[config.mk]
export PLATFORM = sky130hd
export DESIGN_NAME = mem_access_ctrl
export DESIGN_NICKNAME = d
export VERILOG_FILES = /design/src/rtl/mem_access_ctrl.sv
export SDC_FILE = /design/constraint.sdc
export NUM_CORES = 1
export LEC_CHECK = 0
export ABC_AREA = 0
export CELL_PAD_IN_SITES_DETAIL_PLACEMENT = 0
export CELL_PAD_IN_SITES_GLOBAL_PLACEMENT = 1
export CORE_AREA = 3 3 98 100
export CTS_CLUSTER_DIAMETER = 150
export DETAILED_ROUTE_END_ITERATION = 16
export DIE_AREA = 0 0 101 103
export DONT_BUFFER_PORTS = 1
export GPL_TIMING_DRIVEN = 0
export PLACE_DENSITY_LB_ADDON = 0.1
export SYNTH_ARGS = -nofsm -noshare
export SYNTH_HDL_FRONTEND = slang
export SYNTH_SLANG_ARGS = --single-unit
[constraint.sdc]
create_clock -name CLK -period 4.8 [get_ports CLK]
set_clock_uncertainty 0.15 [all_clocks]
set_input_delay 1.44 -clock CLK [delete_from_list [all_inputs] [get_ports CLK]]
set_output_delay 1.44 -clock CLK [all_outputs]
set_load 0.01 [all_outputs]
[src/rtl/mem_access_ctrl.sv]
// MEM-stage access controller: data-cache handshake, pipeline hold until dhit,
// LL/SC link register with snoop invalidation, sticky halt and stall counter.
module mem_access_ctrl #(
  parameter int CNT_W = 16
) (
  input  logic             CLK,
  input  logic             RST,
  input  logic             ex_valid,
  input  logic             ex_MemRead,
  input  logic             ex_MemWrite,
  input  logic             ex_ll,
  input  logic             ex_sc,
  input  logic             ex_halt,
  input  logic [31:0]      ex_addr,
  input  logic [31:0]      ex_store,
  input  logic             dhit,
  input  logic [31:0]      dmemload,
  input  logic             snoop_inv,
  input  logic [31:0]      snoop_addr,
  output logic             dREN,
  output logic             dWEN,
  output logic [31:0]      dmemaddr,
  output logic [31:0]      dmemstore,
  output logic [31:0]      mem_result,
  output logic             mem_stall,
  output logic             mwb_WEN,
  output logic             mwb_flush,
  output logic             halt_out,
  output logic             link_valid,
  output logic [CNT_W-1:0] stall_cnt
);

  typedef enum logic [1:0] {
    IDLE   = 2'd0,
    WAIT   = 2'd1,
    HALTED = 2'd2
  } state_t;

  state_t           state_q, state_d;
  logic             link_valid_q, link_valid_d;
  logic [29:0]      link_addr_q, link_addr_d;
  logic             halt_q, halt_d;
  logic [CNT_W-1:0] cnt_q, cnt_d;

  logic sc_fail_s, req_s, stall_s, done_s, ll_set_s, link_clr_s, snoop_hit_s;

  assign sc_fail_s = ex_valid & ex_sc & ~(link_valid_q & (link_addr_q == ex_addr[31:2]));
  assign req_s     = ex_valid & (ex_MemRead | ex_MemWrite) & ~sc_fail_s & (state_q != HALTED);
  assign stall_s   = req_s & ~dhit;
  assign done_s    = req_s & dhit;

  assign dREN      = req_s & ex_MemRead;
  assign dWEN      = req_s & ex_MemWrite;
  assign dmemaddr  = ex_addr;
  assign dmemstore = ex_store;
  assign mem_stall = stall_s;
  assign mwb_WEN   = ~stall_s;
  assign mwb_flush = stall_s;

  assign halt_out   = halt_q;
  assign link_valid = link_valid_q;
  assign stall_cnt  = cnt_q;

  // Snoop is compared against the post-LL address so a same-cycle snoop beats the set.
  assign ll_set_s    = done_s & ex_MemRead & ex_ll;
  assign link_addr_d = ll_set_s ? ex_addr[31:2] : link_addr_q;
  assign snoop_hit_s = snoop_inv & (snoop_addr[31:2] == link_addr_d);
  assign link_clr_s  = (done_s & ex_MemWrite & ex_sc)
                     | (done_s & ex_MemWrite & (ex_addr[31:2] == link_addr_q))
                     | snoop_hit_s
                     | (ex_valid & ex_halt);
  assign link_valid_d = link_clr_s ? 1'b0 : (ll_set_s ? 1'b1 : link_valid_q);

  always_comb begin
    state_d = state_q;
    case (state_q)
      IDLE: begin
        if (ex_valid && ex_halt) begin
          state_d = HALTED;
        end else if (stall_s) begin
          state_d = WAIT;
        end else begin
          state_d = IDLE;
        end
      end
      WAIT: begin
        if (dhit) begin
          state_d = IDLE;
        end else begin
          state_d = WAIT;
        end
      end
      HALTED:  state_d = HALTED;
      default: state_d = IDLE;
    endcase
  end

  always_comb begin
    halt_d = (state_d == HALTED);
    if (stall_s && (cnt_q != {CNT_W{1'b1}})) begin
      cnt_d = cnt_q + CNT_W'(1);
    end else begin
      cnt_d = cnt_q;
    end
  end

  always_comb begin
    mem_result = ex_addr;
    if (ex_valid && ex_MemRead) begin
      mem_result = dmemload;
    end else if (ex_valid && ex_sc) begin
      mem_result = sc_fail_s ? 32'd0 : 32'd1;
    end else begin
      mem_result = ex_addr;
    end
  end

  always_ff @(posedge CLK or posedge RST) begin
    if (RST) begin
      state_q      <= IDLE;
      link_valid_q <= 1'b0;
      link_addr_q  <= 30'd0;
      halt_q       <= 1'b0;
      cnt_q        <= {CNT_W{1'b0}};
    end else begin
      state_q      <= state_d;
      link_valid_q <= link_valid_d;
      link_addr_q  <= link_addr_d;
      halt_q       <= halt_d;
      cnt_q        <= cnt_d;
    end
  end

endmodule

[Word-level counts from Yosys, hierarchy flattened]
Index checks and enable logic that the tools add are counted.
Word-level totals
  logic and storage cells: 55
  output and inout port bits: 119
  input bits: 138
  register bits: 50
Operators by class
  bitwise gates (word level): 25
  reduce and logical (&&, ||, !) cells: 6
  mux-type cells: 10
  eq/ne operators: 8
  add/subtract/negate cells: 1
Operators by type and width (number)
  == test 30 bit: 3
  2-to-1 mux 32 bit: 2
  2-to-1 mux 30 bit: 1
  bitwise AND 1 bit: 17
  adder 16 x 1 -> 16 bit (second input constant): 1
  != test 16 bit (second input constant): 1
  case mux 2 bit (3 select lines): 1
  2-to-1 mux 1 bit: 5
  == test 2 bit (second input constant): 2
  logical AND 1 bit: 4
  NOT 1 bit: 4
  OR 1 bit: 4
  == test 2 x 1 -> 1 bit (second input constant): 1
  logical NOT 2 bit: 1
  2-to-1 mux 2 bit: 1
  != test 2 bit (second input constant): 1
  nonzero test 2 bit: 1

[Longest topological paths before layout]
Gate-level depths: netlist of the first run.
  word-level depth: 16
  mapped depth: 11
  mapped depth without buffers: 9

[Worst setup path after synthesis of the first run]
Ideal clock, no wire load.
  path type: in2out
  from: in ex_addr[27]
  to: out mwb_flush
  slack: -0.008 ns
  arrival time: 3.218 ns
  required time: 3.210 ns
  stages: 8
  buffers on the path: 1
  cells stage by stage: xor2_1 > nor4_2 > nand4_1 > o41ai_4 > nand2_1 > or3_1 > inv_1 > buf_4
On the way
  word-level cells in the longest chain between the ends: 8
RTL lines
  start: declaration: RTL line 14  | input logic [31:0] ex_addr,
  == test 30 bit: RTL line 47  | assign sc_fail_s = ex_valid & ex_sc & ~(link_valid_q & (link_addr_q == ex_addr[31:2]));
  bitwise AND 1 bit: RTL line 47
  NOT 1 bit: RTL line 47
  bitwise AND 1 bit: RTL line 47
  NOT 1 bit: RTL line 48  | assign req_s = ex_valid & (ex_MemRead | ex_MemWrite) & ~sc_fail_s & (state_q != HALTED);
  bitwise AND 1 bit (2 in a row): RTL line 48
  bitwise AND 1 bit: RTL line 49  | assign stall_s = req_s & ~dhit;
  end: declaration: RTL line 27  | output logic mwb_flush,
Every way passes these cells.

[Worst setup path after layout of the first run]
  from: in ex_addr[9]
  to: out mwb_flush
Same word-level chain as after synthesis.

==> results of run 1 <==
==> final cells by class <==
| class | count | area [um^2] |
|---|---|---|
| plain buffers | 77 | 551 |
| clock buffers | 7 | 86.3 |
| clock inverters | 1 | 5.00 |
| fillers | 866 | 4560 |
| inverters | 29 | 111 |
| multi-input cells | 270 | 2010 |
| flip-flops and latches | 50 | 1250 |
| well taps | 108 | 135 |
| repair buffers | 5 | 50.0 |
==> where the power goes <==
| part | leakage [uW] | total [uW] | internal (uW) | switching, uW |
|---|---|---|---|---|
| clock network | 0.0000482 | 266 | 117 | 149 |
| logic | 0.00138 | 221 | 103 | 118 |
| registers | 0.000667 | 452 | 436 | 16.7 |
| total | 0.00209 | 940 | 656 | 284 |
==> stage by stage <==
stage / instance area, um^2 / util (%) / setup WS (ps) / hold slack, ps
6_report: 4200 / 47.9 / 80.6 / 341
5_1_grt: 4200 / 47.9 / -0.526 / 347
4_1_cts: 4180 / 47.7 / -35.3 / 333
3_5_place_dp: 4050 / 46.3 / -205 / 313
3_3_place_gp: 4030 / 46.0 / -216 / 308
2_1_floorplan: 3900 / - / 34.1 / 281
==> metal layers <==
metal,up-vias,global-route usage [%]
li1,1428,-
met5,-,0
met2,170,37.7
met4,0,5.21
met1,1474,28.1
met3,8,5.82
==> path summary, 6_finish.rpt <==
path / startpoint / end / slack (ps) / depth (start not counted)
hold reg to reg: state_q[0] / state_q[1] / 340 / 1
min in group asynchronous: RST / stall_cnt[9] / 800 / 1
setup / recovery: ex_addr[9] / mwb_flush / 80 / 8
setup reg to reg: link_addr_q[7] / link_valid / 1770 / 12
hold / removal: state_q[0] / state_q[1] / 340 / 1
max in group asynchronous: RST / link_addr_q[4] / 3180 / 2
==> what timing repair did <==
item,in CTS,in global routing
hold buffers,0,0
gates cloned,0,0
endpoints found under the setup margin,2,1
pin swaps,4,7
resized for setup,5,1
setup buffers,2,2
==> logic make-up (layout without fill, tap and decap cells) <==
family | Yosys count | count (layout)
flip-flops | 50 | 50
buffers and inverters | 106 | 119
XOR/XNOR | 73 | 73
multiplexers | 17 | 17
adder cells (fa/ha/maj) | 1 | 1
AND/OR/NAND/NOR | 112 | 112
AO/OA/AOI/OAI | 67 | 67
==> flip-flops by register name (all words and copies together) (netlist names) <==
name	count
link_valid	1
stall_cnt	16
state_q	2
link_addr_q	30
halt_out	1
==> placed cells by master (no fill, tap or decap), types with 3 or more instances in the layout <==
master,instances
a21oi_1,4
a22o_1,31
and2_1,4
and3_1,3
and4_1,6
buf_4,69
clkbuf_1,9
clkbuf_8,6
dfrtp_1,50
inv_1,26
mux2_2,10
mux2i_1,3
nand2_1,53
nand3_1,4
nand4_1,12
nor2_1,8
nor3_1,6
nor4_1,7
nor4_2,3
o21ai_0,7
o22ai_1,8
o2bb2ai_1,4
xnor2_1,32
xor2_1,40
==> metrics.yaml, run 1 <==
antenna_found_initial: 0
grt_pass1_vias: 2951
clk_latency_ps: 300
postRouteAntennaNets: 0
htreeDepth: 2
drtIter0Drc: 110
period_needed_ps: 4720
nets: 577
rows: 34
worst_slew_margin_rel_pct: 46.3
crit_path_start_kind: "input pin"
routed_via_density: 5.63
finalHoldViolCount: 0
ir_drop_mv: 0.116
highest_layer: "met4"
worstMarginPinSlew_ps: 806
wirelength_um: 12100
numPortBuffers: 0
syn_to_final_growth_pct: 7.73
grt_max_degree: 40
drc: 0
cts_buffer_depth: 2
p_total_uw: 940
cts_buffers: 5
met2_length_um: 6000
synthArstFlopShare_pct: 100
drive_above_1_share_pct: 24.4
yosys_most_used_dff: "dfrtp_1"
synth_commonest_cells: "buf_4 (66), nand2_1 (53), dfrtp_1 (50)"
timing.max_cap.violations: 0
synth_compound_area_share_pct: 14.5
dr_wl_met3_um: 1030
synth_area_leaders: "dfrtp_1 (32%), buf_4 (13%), xor2_1 (9.2%)"
ys_seq_area_share_pct: 32.1
netlist.area_leader.share_pct: 32.1
synth_edf_count: 0
path_max_fanout: 5
gp_congestion: 0.881
overflow: 0
final.setup.tns_ps: 0
synth_fa_ha_area_share_pct: 0.321
power_density_mw_per_mm2: 224
hold_path.class: "flop to flop"
start_util_pct: 44.5
cp.arrival_ps: 3130
cp-end-kind: "output port"
die_h_um: 103
fin_crit_sh_pct: 98.3
synth_cell_types: 44
wl_per_cell_um: 22.1
cts_tree: "built"
slew_violations: 0
wl_met1_um: 4920
syn_avg_cell_area_um2: 9.15
synth-xor-area-share_pct: 16.4
pin_count: 257
yosysWarnings: 0
synth_nets: 565
grt_pass1_wl_um: 17100
path_cells: "xor2_1 > nor4_1 > nand3_1 > o41ai_4 > nand2_1 > or3_4 > inv_4 > buf_6"
cts_root_buffer: "clkbuf_8"
diodes: 0
synth_most_common_cell: "buf_4"
cp_slowest_cell: "o41ai_4"
status: "completed"
worstSetupPathType: "input pin to output port"
grt_util_all_layers_pct: 22.1
die-width_um: 101
synth-seq-cells: 50
synth_top_area_cell: "dfrtp_1"
synth_mux_area_share_pct: 5.01
max_freq_ghz: 0.212
hpwl_um: 9700
vias: 3080
synth-simple-area-share_pct: 14.9
first_pass_iters: 5
clkTransAtPathRegs_ps: 100
core_mm2: 0.00876
power.leakage_uw: 0.00209
finalNonFillerCells: 547
synth_area_mm2: 0.00390
cp_data_required_time_ps: 3210
clkSinkCount: 50
synthCells: 426
critPathMaxStageDelay_ps: 390
path_delay_family: "simple AND/OR/NAND/NOR gates"
worst-path-buf-inv: 2
synth_top_family_by_area: "buffers and inverters"
dieArea_mm2: 0.0104
dpl.cell_count: 535
finalSetupViolCount: 0
No activity file was read; power rests on OpenSTA's default activity.
==> run 2: changes to the inputs <==
GPL_TIMING_DRIVEN = default   (was 0)
==> run 2 against run 1 <==
Effect of this change: final area down 12%; combinational power is 27% lower; power down 7.0%; worst setup slack improved by 34 ps; critical endpoint is now mwb_WEN; largest cell class unchanged.
==> metrics.yaml, run 2 (synthesized netlist as in run 1, its figures left out) <==
status: "completed"
antenna_found_initial: 0  # unchanged
fin_hold_ws_ps: 321  # -19.2 ps
cts_buffer_depth: 2  # unchanged
postRouteAntennaNets: 0  # unchanged
finalSetupViolCount: 0  # unchanged
cp_slowest_cell: "o41ai_4"
core_mm2: 0.00876  # unchanged
worstMarginPinSlew_ps: 586  # -220 ps
regMostFlops: "link_addr_q"
clkTransAtPathRegs_ps: 100  # about the same
reg2reg_slack_ps: 1550  # -220 ps
min_from: "state_q[1]"
cp-end-kind: "output port"
final_cell_mix: "nand2_1 (53), dfrtp_1 (50), xor2_1 (41)"
cts_buffers: 5  # unchanged
cts_tree: "built"
die_h_um: 103  # unchanged
grt_max_degree: 28  # -30%
grt_pass1_vias: 2683  # -9.1%
vias: 2737  # -11%
utilization_pct: 42.1  # -5.9 points
dieArea_mm2: 0.0104  # unchanged
first_pass_iters: 5  # unchanged
cts_root_buffer: "clkbuf_8"
ff_latch_area_mm2: 0.00125  # unchanged
wl_per_cell_um: 22.2  # +0.15%
worstReg2RegEnd: "link_valid"
path_cells: "xor2_1 > nor4_2 > nand3_1 > o41ai_4 > nand2_1 > or3_4 > buf_4"
routed_via_density: 5.75  # +2.1%
nets: 506  # -12%
final.setup.tns_ps: 0  # unchanged
wirelength_um: 10600  # -13%
ir_drop_mv: 0.106  # -8.6%
gp_congestion: 0.880  # -0.15%
timing.max_cap.violations: 0  # unchanged
diodes: 0  # unchanged
period_needed_ps: 4690  # -34.2 ps
drc: 0  # unchanged
path_max_fanout: 5  # unchanged
hpwl_um: 8490  # -13%
holdPathEnd: "state_q[0]"
syn_to_final_growth_pct: -5.42
rsz0062_at_grt: "false"
power.leakage_uw: 0.00177  # -15%
power_density_mw_per_mm2: 237  # +6.0%
crit_path_start_kind: "input pin"
finalNonFillerCells: 476  # -13%
grt_pass1_wl_um: 15300  # -11%
fin_area_mm2: 0.00369  # -12%
finalHoldViolCount: 0  # unchanged
overflow: 0  # unchanged
start_util_pct: 44.5  # unchanged
critPathMaxStageDelay_ps: 390  # about the same
clk_latency_ps: 310  # about the same
pin_count: 257  # unchanged
grt_util_all_layers_pct: 19.3  # -2.8 points
worst_slew_margin_rel_pct: 60.9  # +15 points
drive_above_1_share_pct: 12.8  # -12 points
max_freq_ghz: 0.213  # +0.73%
drtIter0Drc: 100  # -9.1%
die-width_um: 101  # unchanged
cp.arrival_ps: 3100  # -30 ps
htreeDepth: 2  # unchanged
layout_commonest_cell: "nand2_1"
fillers: 858  # -0.92%
multi_input_area_mm2: 0.00202  # +0.44%
worstSetupPathType: "input pin to output port"
fin_crit_sh_pct: 97.6  # -0.71 points
numPortBuffers: 0  # unchanged
clkSinkCount: 50  # unchanged
dpl.cell_count: 468  # -13%
cp_data_required_time_ps: 3210  # about the same
largest_reg_flops: 30  # unchanged
r2r_start: "link_addr_q[7]"
hold_path.class: "flop to flop"
hold_depth: 1  # unchanged
rows: 34  # unchanged
dpl-instance-area_mm2: 0.00357  # -12%
slew_violations: 0  # unchanged
reg2regPathDepth: 10  # -2
==> run 2: changes by cell type in the layout (fill, tap and decap cells not counted), sizes merged <==
cell / previous run / this run
buf: 74 / 11
clkbuf: 15 / 5
clkinv: 1 / 2
clkinvlp: 0 / 1
==> run 2: critical path, delay by kind of cell <==
kind,cells,cell delay (ps)
AOI/OAI and AO/OA,1,390
xor gates and xnor gates,1,160
and+or+nand+nor,4,960
buffers and inverters,1,150
==> run 2: power by group <==
part / internal [uW] / switching, uW
combinational: 71.2 / 90.0
sequential: 436 / 17.3
clock: 103 / 157
total: 610 / 264
==> run 2: final cells by class <==
type	instances	area share, %
Clock buffer	5	1.87
Clock inverter	3	0.577
Inverter	29	2.95
Multi-Input combinational cell	270	54.8
Sequential cell	50	33.9
Tap cell	108	3.66
Timing Repair Buffer	11	2.24
==> run 2: stage by stage <==
| step | setup WS [ps] | power [uW] |
|---|---|---|
| detailed placement | -6.45 | 621 |
| CTS | 57.2 | 883 |
| floorplan | 34.1 | 637 |
| finish | 115 | 874 |
| global route | 5.23 | 919 |
| global placement | 13.5 | 621 |
==> run 2: what timing repair did <==
item,CTS,global route
setup endpoints to repair,2,3
pin swaps,0,3
cloned,0,0
resized for setup,1,4
hold buffers,0,0
setup buffers,0,0
==> run 2: worst max-delay path by stage <==
stage / from / endpoint / cells past startpoint / slack (ps)
after floorplan: ex_addr[20] / mwb_flush / 8 / 30
after global placement: ex_addr[20] / mem_stall / 7 / 10
after detailed placement: ex_addr[20] / mem_stall / 7 / -6
after CTS: ex_addr[18] / mem_stall / 7 / 60
after global routing: ex_addr[24] / mwb_WEN / 7 / 5
final: ex_addr[9] / mwb_WEN / 7 / 110
==> run 2: per-layer routing <==
layer	up-vias	track usage, %	share of wire [%]
met4	0	3.78	0.69
met1	1306	25.6	43
li1	1290	-	-
met5	-	0	0
met3	10	5.28	7.7
met2	131	31.8	49
==> run 3: changes to the inputs <==
CORE_AREA = 4 4 81 121   (was 3 3 98 100)
DIE_AREA = 0 0 85 125   (was 0 0 101 103)
==> run 3 against run 2 <==
Effect of this change: critical path depth up 1; global-route usage up 1.1 points; flip-flop and latch count unchanged; power up 17%; highest routed layer unchanged; register-to-register slack worse by 130 ps.
==> metrics.yaml, run 3 (synthesized netlist as in run 1, its figures left out) <==
status: "completed"
hold_path.class: "flop to flop"
clkTransAtPathRegs_ps: 70  # -30 ps
power_density_mw_per_mm2: 269  # +13%
path_max_fanout: 4  # -1
die-width_um: 85  # -16%
postRouteAntennaNets: 0  # unchanged
drc: 0  # unchanged
multi_input_area_mm2: 0.00203  # +0.68%
fin_area_mm2: 0.00381  # +3.5%
setup_ws_ps: 24.6  # -90.2 ps
final_cell_mix: "nand2_1 (53), dfrtp_1 (50), xor2_1 (41)"
htreeDepth: 2  # unchanged
regMostFlops: "link_addr_q"
layout_commonest_cell: "nand2_1"
cp_data_required_time_ps: 3210  # about the same
worstSetupPathType: "input pin to output port"
worst_slew_margin_rel_pct: 62.1  # +1.2 points
antenna_found_initial: 0  # unchanged
pin_count: 257  # unchanged
slew_violations: 0  # unchanged
fin_crit_sh_pct: 99.5  # +1.9 points
grt_max_degree: 32  # +14%
cts_buffer_depth: 2  # unchanged
nets: 510  # +0.79%
routed_via_density: 5.80  # +0.88%
wl_per_cell_um: 22.6  # +1.9%
vias: 2796  # +2.2%
core_mm2: 0.00878  # +0.14%
crit_path_start_kind: "input pin"
numPortBuffers: 0  # unchanged
wirelength_um: 10900  # +3.2%
worstMarginPinSlew_ps: 568  # -17.8 ps
grt_pass1_vias: 2822  # +5.2%
first_pass_iters: 4  # -1
cts_tree: "built"
start_util_pct: 44.4  # -0.063 points
utilization_pct: 43.5  # +1.4 points
pre_cts_ws_ps: -199  # -192 ps
overflow: 0  # unchanged
ir_drop_mv: 0.184  # +73%
clkSinkCount: 50  # unchanged
grt_util_all_layers_pct: 20.4  # +1.1 points
rows: 42  # +24%
drive_above_1_share_pct: 14.2  # +1.5 points
finalSetupViolCount: 0  # unchanged
finalHoldViolCount: 0  # unchanged
dpl-instance-area_mm2: 0.00360  # +0.70%
cp.arrival_ps: 3190  # +90 ps
timing.max_cap.violations: 0  # unchanged
clk_latency_ps: 300  # about the same
dieArea_mm2: 0.0106  # +2.1%
cp-end-kind: "output port"
power.leakage_uw: 0.00185  # +4.5%
gp_congestion: 0.803  # -8.7%
die_h_um: 125  # +21%
diodes: 0  # unchanged
cts_buffers: 5  # unchanged
largest_reg_flops: 30  # unchanged
drtIter0Drc: 166  # +66%
fillers: 866  # +0.93%
hpwl_um: 8650  # +2.0%
ff_latch_area_mm2: 0.00125  # unchanged
period_needed_ps: 4780  # +90.2 ps
max_freq_ghz: 0.209  # -1.9%
rsz0062_at_grt: "true"
grt_pass1_wl_um: 16700  # +9.1%
cts_root_buffer: "clkbuf_16"
syn_to_final_growth_pct: -2.15
run 3: metrics by stage:
| stage | setup TNS [ps] | std cells | power (uW) | hold WS (ps) |
|---|---|---|---|---|
| floorplan | 0 | 426 | 637 | 281 |
| global placement | -678 | 473 | 623 | 310 |
| detailed placement | -742 | 473 | 624 | 303 |
| CTS | -312 | 482 | 1040 | 318 |
| global route | -139 | 482 | 1070 | 352 |
| finish | 0 | 482 | 1020 | 315 |
run 3: worst paths after layout:
check                                start        endpoint  slack (ps)  cells after the start
min in group asynchronous              RST        halt_out         870                      1
max in group asynchronous              RST  link_addr_q[5]        2830                      2
hold / removal                  state_q[1]      state_q[0]         320                      1
setup / recovery               ex_addr[17]         mwb_WEN          20                      8
hold reg to reg                 state_q[1]      state_q[0]         320                      1
setup reg to reg           link_addr_q[28]      link_valid        1420                     12
run 3: per-layer routing:
metal | GRT usage [%] | vias to the layer above | routed length [um]
met5 | 0 | - | 0
met4 | 6.15 | 0 | 167
met3 | 6.85 | 17 | 892
li1 | - | 1297 | -
met1 | 23.6 | 1356 | 4000
met2 | 35.1 | 126 | 5830
run 3: worst max-delay path: stages:
cell     delay (ps)
xor2_1          140
nor4_2          340
buf_4           160
nand4_1         180
o41ai_4         290
nand2_1         120
or3_4           370
buf_6           140
run 3: report_power, final:
group	switching, uW	internal, uW
sequential	16.8	436
combinational	90.3	71.2
clock	166	244
run 3: repair_timing:
action | CTS | global route
setup buffers | 2 | 0
pin swaps | 3 | 2
hold buffers | 0 | 0
setup endpoints to repair | 6 | 6
gates resized for setup | 8 | 3
run 3: cell type report:
| class | instances | area share [%] |
|---|---|---|
| Timing Repair Buffer | 15 | 3.05 |
| Inverter | 29 | 2.92 |
| Clock buffer | 5 | 3.28 |
| Sequential cell | 50 | 32.8 |
| Multi-Input combinational cell | 270 | 53.3 |
| Clock inverter | 3 | 1.05 |
| Tap cell | 110 | 3.61 |
==> patch 1: new RTL, flow settings as in run 3 <==
`CNT_W`: 16 -> 20.
--- a/src/rtl/mem_access_ctrl.sv
+++ b/src/rtl/mem_access_ctrl.sv
@@ -3,3 +3,3 @@
 module mem_access_ctrl #(
-  parameter int CNT_W = 16
+  parameter int CNT_W = 20
 ) (
Interface: changed (resized stall_cnt); port bits go from 257 to 261. No check against the original RTL was run, so the function may have changed too.
==> patch 1 against run 3 <==
  * Worst setup slack improved by 0.14 ns
  * Critical path type unchanged
  * Synthesized area increased by 15%
  * Via count increased by 25%
  * Largest cell class unchanged
  * Sequential cell count up 4
  * Power rose by 8.0%
  * Critical endpoint is now mem_stall
  * Routed wire length rose by 20%
  * Cell area is 13% higher
  * Die area is the same
  * Register-to-register slack better by 0.31 ns
  * Final cell count is 13% higher
  * Critical path depth decreased by 2
  * Highest routed layer unchanged
==> patch 1: results (changes against run 3) <==
Final layout
  • Nets@finish: 572 (+12%)
  • Number of flip-flops in the largest register: 30 (unchanged)
  • Non-filler cells, final: 544 (+13%)
  • Most flops, register: link_addr_q
  • Fin area: 4290 µm² (+13%)
  • Share of cells above drive strength 1: 0.101 (-0.0411)
  • Number of antenna diodes: 0 (unchanged)

Yosys
  • Post-Syn Nets: 639 (+13%)
  • Avg Cell Area, Syn: 8.96 µm² (-2.1%)
  • Register area share after synthesis: 0.302 (-0.0194)
  • Most area-consuming cells after synthesis: dfrtp_1 (30%), buf_4 (11%), xnor2_1 (9.0%)
  • Fraction of registers with async set/reset: 1.00 (unchanged)
  • Most frequent cells after synthesis: buf_4 (66), dfrtp_1 (54), xnor2_1 (46), inv_1 (36), a22o_1 (34)
  • Yosys cell types: 55 (+25%)

Global routing
  • First-pass GRT wire length: 19700 µm (+18%)
  • Number of global-route vias before repair: 3601 (+28%)
  • Largest net degree at the start of global routing: 48 (+50%)
  • Gr usage total: 0.240 (+0.0364)

Clocking
  • Worst skew pair latency: 0.30 ns (about the same)
  • # resized after CTS: 0 (-8)
  • Post-CTS setup buffer count: 0 (-2)

Place
  • DP HPWL: 10500 µm (+22%)
  • Inst Count DP: 536 (+13%)
  • DP Worst Slack: 0.190 ns (+0.389 ns)
  • Final Wtd Congestion: 0.921 (+15%)
  • Placed Area: 4130 µm² (+15%)
  • I/O Buffers: 0 (unchanged)

Routing
  • Initial DRC count: 234 (+41%)
  • Post-Route M1 WL: 4650 µm (+16%)
  • Detailed-route via count: 3488 (+25%)
  • DRC viols: 0 (unchanged)
  • First-pass iteration count of the detailed router: 7 (+3)
  • Routed wire length: 13100 µm (+20%)
  • Met2 WL post-DR: 6990 µm (+20%)
  • Met3 WL post-DR: 1070 µm (+20%)

Critical path
  • Worst Path Max Fanout: 7 (+3)
  • CP Data Arrival Time: 3.04 ns (-0.15 ns)
  • R2R Path End: stall_cnt[15]$_DFFE_PP0P_
  • Launch point of the worst reg-to-reg path: link_addr_q[26]$_DFF_PP0_
  • Reg2Reg Depth: 9 (-3)
  • R2R Setup Slk: 1.73 ns (+0.31 ns)

STA
  • Final worst setup slack: 0.169 ns (+0.144 ns)
  • Slew HR: 0.341 (-0.280)
  • Fin Hold WS: 0.313 ns (-0.00188 ns)

Power
  • LEAKAGE: 0.00191 µW (+3.3%)
  • Peak supply drop: 0.146 mV (-20%)

Min path
  • Hold Path Depth: 1 (unchanged)
  • Min-delay src: state_q[1]$_DFF_PP0_

Run status
  • Status: complete, no violations
patch 1: cell types whose count changed in the layout (fill, tap and decap cells not counted), moves of 13 or more:
cell,run 3,this run
o21ai_0,5,19
xor2_1,41,27
nand2_1,53,29
mux2_2,10,23
xnor2_1,32,46
patch 1: per-layer routing:
layer / vias up / GRT usage
li1: 1597 / -
met1: 1685 / 0.260
met2: 176 / 0.425
met3: 30 / 0.0803
met4: 0 / 0.0904
met5: - / 0
patch 1: how the worst max path moves through the flow:
stage               cells after the start   endpoint         from
floorplan                               7  mwb_flush  ex_addr[21]
global placement                        6  mem_stall  ex_addr[28]
detailed placement                      6  mem_stall  ex_addr[28]
CTS                                     6  mem_stall  ex_addr[28]
global route                            6  mem_stall  ex_addr[17]
finish                                  6  mem_stall  ex_addr[28]
patch 1: kinds of logic after synthesis:
group	after synthesis	share of synthesized area
AND/OR/NAND/NOR	126	0.159
buffers and inverters	118	0.155
AO/OA/AOI/OAI	104	0.179
XOR/XNOR	73	0.143
flip-flops	54	0.302
multiplexers	24	0.0600
adder cells (fa/ha/maj)	1	0.00279
patch 1: final cells by class:
class | count | area, µm²
inverter | 36 | 135
timing repair buffer | 8 | 60.1
sequential | 54 | 1350
tap | 110 | 138
clock buffer | 5 | 125
clock inverter | 3 | 43.8
fill | 866 | 4480
multi-input combinational | 328 | 2440
patch 1: power by group:
group	leakage (µW)	internal (µW)	total [µW]	switching, µW
Combinational	0.00109	85.4	186	100
Clock	0.0000842	247	420	173
Sequential	0.000734	474	501	27.1
patch 1: critical path, cell delays in order:
cell	delay (ns)
xnor2_1	0.26
nand4_1	0.13
nor2_1	0.27
nand4b_4	0.21
a2111o_1	0.52
inv_1	0.19
==> patch 2: new RTL, settings of run 3 <==
Without the edit above. `link_addr_q` no longer has a reset.
--- a/src/rtl/mem_access_ctrl.sv
+++ b/src/rtl/mem_access_ctrl.sv
@@ -121,3 +121,2 @@
       link_valid_q <= 1'b0;
-      link_addr_q  <= 30'd0;
       halt_q       <= 1'b0;
@@ -127,3 +126,2 @@
       link_valid_q <= link_valid_d;
-      link_addr_q  <= link_addr_d;
       halt_q       <= halt_d;
@@ -133,2 +131,6 @@
 
+  always_ff @(posedge CLK) begin
+    link_addr_q <= link_addr_d;
+  end
+
 endmodule
Check against the original RTL: not equivalent (Yosys sat finds a counterexample within 4 cycles, from zero or initial values and one cycle with RST high).
==> patch 2 against run 3 <==
  * Utilization fell by 1.8 points
  * Combinational power down 8%
  * Register-to-register slack got worse by 0.10 ns
  * Power shrank 1.3%
  * Routed wire length decreased by 5.0%
  * Synthesized area down 4.8%
  * Sequential share of layout area is 2.7 points lower
  * Via count down 1.1%
  * Clock power up 1%
  * Sequential cell count unchanged
  * Cell area fell by 4.1%
  * Worst setup slack better by 0.053 ns
  * Largest power group unchanged
==> patch 2: results (changes against run 3) <==
Run status
  • Status: complete, no violations

Power
  • Peak supply drop: 0.132 mV (-28%)
  • LEAKAGE: 0.00164 µW (-11%)

Critical path
  • Launch point of the worst reg-to-reg path: link_addr_q[1]$_DFF_P_
  • CP Data Arrival Time: 3.13 ns (-0.06 ns)
  • Worst Path Max Fanout: 5 (+1)
  • CP delay by family, top: compound AO/OA/AOI/OAI gates
  • CP startpoint: ex_addr[3]
  • R2R Setup Slk: 1.32 ns (-0.10 ns)
  • Slowest cell on the critical path: nor4_2

Final layout
  • Number of antenna diodes: 0 (unchanged)
  • Nets@finish: 496 (-2.7%)
  • Share of cells above drive strength 1: 0.165 (+0.0223)

Yosys
  • Most frequent cells after synthesis: buf_4 (66), xor2_1 (41), a22o_1 (32), dfxtp_1 (30), xnor2_1 (28)
  • Synth Area in Adders: 0.00337 (+0.000162)
  • Post-Syn Nets: 546 (-3.4%)
  • Synth Area in Compound Gates: 0.165 (+0.0198)
  • Fraction of registers with async set/reset: 0.400 (-0.600)
  • Yosys cell types: 45 (+2.3%)
  • Gate Count Post-Synth: 407 (-4.5%)
  • Post-Synth XOR/XNOR Area: 0.163 (-0.00115)
  • Register area share after synthesis: 0.297 (-0.0242)
  • Most area-consuming cells after synthesis: dfxtp_1 (16%), dfrtp_1 (13%), buf_4 (13%)
  • Mux contribution to synthesized area: 0.0654 (+0.0153)

Routing
  • Initial DRC count: 86 (-48%)
  • Routed wire length: 10300 µm (-5.0%)
  • Met3 WL post-DR: 809 µm (-9.3%)
  • WL/cell: 22.1 µm (-2.2%)
  • Via density per instance: 5.91 (+1.8%)
  • Post-Route M1 WL: 3990 µm (-0.33%)
  • First-pass iteration count of the detailed router: 4 (unchanged)
  • Met2 WL post-DR: 5340 µm (-8.4%)

STA
  • Slew @ Worst Pin: 0.797 ns (+0.228 ns)
  • Fmax: 212 MHz (+1.1%)

Global routing
  • Gr usage total: 0.190 (-0.0141)
  • Routing usage on met2: 0.338 (-0.0128)
  • Met1 Use GR: 0.207 (-0.0286)
  • First-pass GRT wire length: 15600 µm (-6.2%)
  • Largest net degree at the start of global routing: 29 (-9.4%)
  • Number of global-route vias before repair: 2817 (-0.18%)
  • M3 GR Usage: 0.0652 (-0.00329)

Place
  • Inst Count DP: 460 (-2.7%)
  • DP Worst Slack: -0.0152 ns (+0.184 ns)
  • Placed Area: 3460 µm² (-3.9%)
  • Final Wtd Congestion: 0.785 (-2.3%)
  • DP HPWL: 8280 µm (-4.3%)
patch 2: cell types whose count changed after synthesis, sizes merged, moves of 10 or more:
cell / run 3 / this run
nand2: 53 / 20
dfrtp: 50 / 20
dfxtp: 0 / 30
inv: 29 / 15
nand3: 5 / 18
o21ai: 7 / 17
patch 2: logic make-up (layout without fill, tap and decap cells):
family | count (synthesis) | count (layout)
fa+ha+maj | 1 | 1
flops | 50 | 50
mux | 21 | 21
buf+inv | 92 | 43
xor+xnor | 69 | 69
compound gates | 79 | 79
simple gates | 95 | 95
patch 2: final timing paths:
kind,endpoint,depth (start not counted)
hold / removal,state_q[0]$_DFF_PP0_,1
min in group asynchronous,stall_cnt[15]$_DFFE_PP0P_,1
setup reg to reg,link_valid$_DFFE_PP0P_,11
hold reg to reg,state_q[0]$_DFF_PP0_,1
max in group asynchronous,link_valid$_DFFE_PP0P_,1
setup / recovery,mwb_WEN,9
patch 2: report_power, final:
group	total, µW	internal, µW	switching (µW)
Clock	414	246	168
Sequential	448	432	15.5
Combinational	149	71.2	78.3
patch 2: layout make-up:
cell class              instances  area [µm²]
fillers                       897        5120
flip-flops and latches         50        1100
inverters                      15        56.3
clock buffers                   5         125
repair buffers                 20         154
multi-input cells             265        2040
well taps                     110         138
clock inverters                 3        45.0
patch 2: through the flow:
stage	setup TNS, ns	hold slack, ns	total power, µW
3_3_place_gp	-0.0696	0.315	608
2_1_floorplan	0	0.281	624
3_5_place_dp	-0.0346	0.305	607
6_report	0	0.311	1010
5_1_grt	-0.0131	0.344	1060
4_1_cts	0	0.315	1030
patch 2: what timing repair did:
item                                    in CTS  in global routing
pin swaps                                    0                  2
endpoints found under the setup margin       4                  6
setup buffers                                0                  0
resized for setup                            1                  7
endpoints found under the hold margin        0                  0
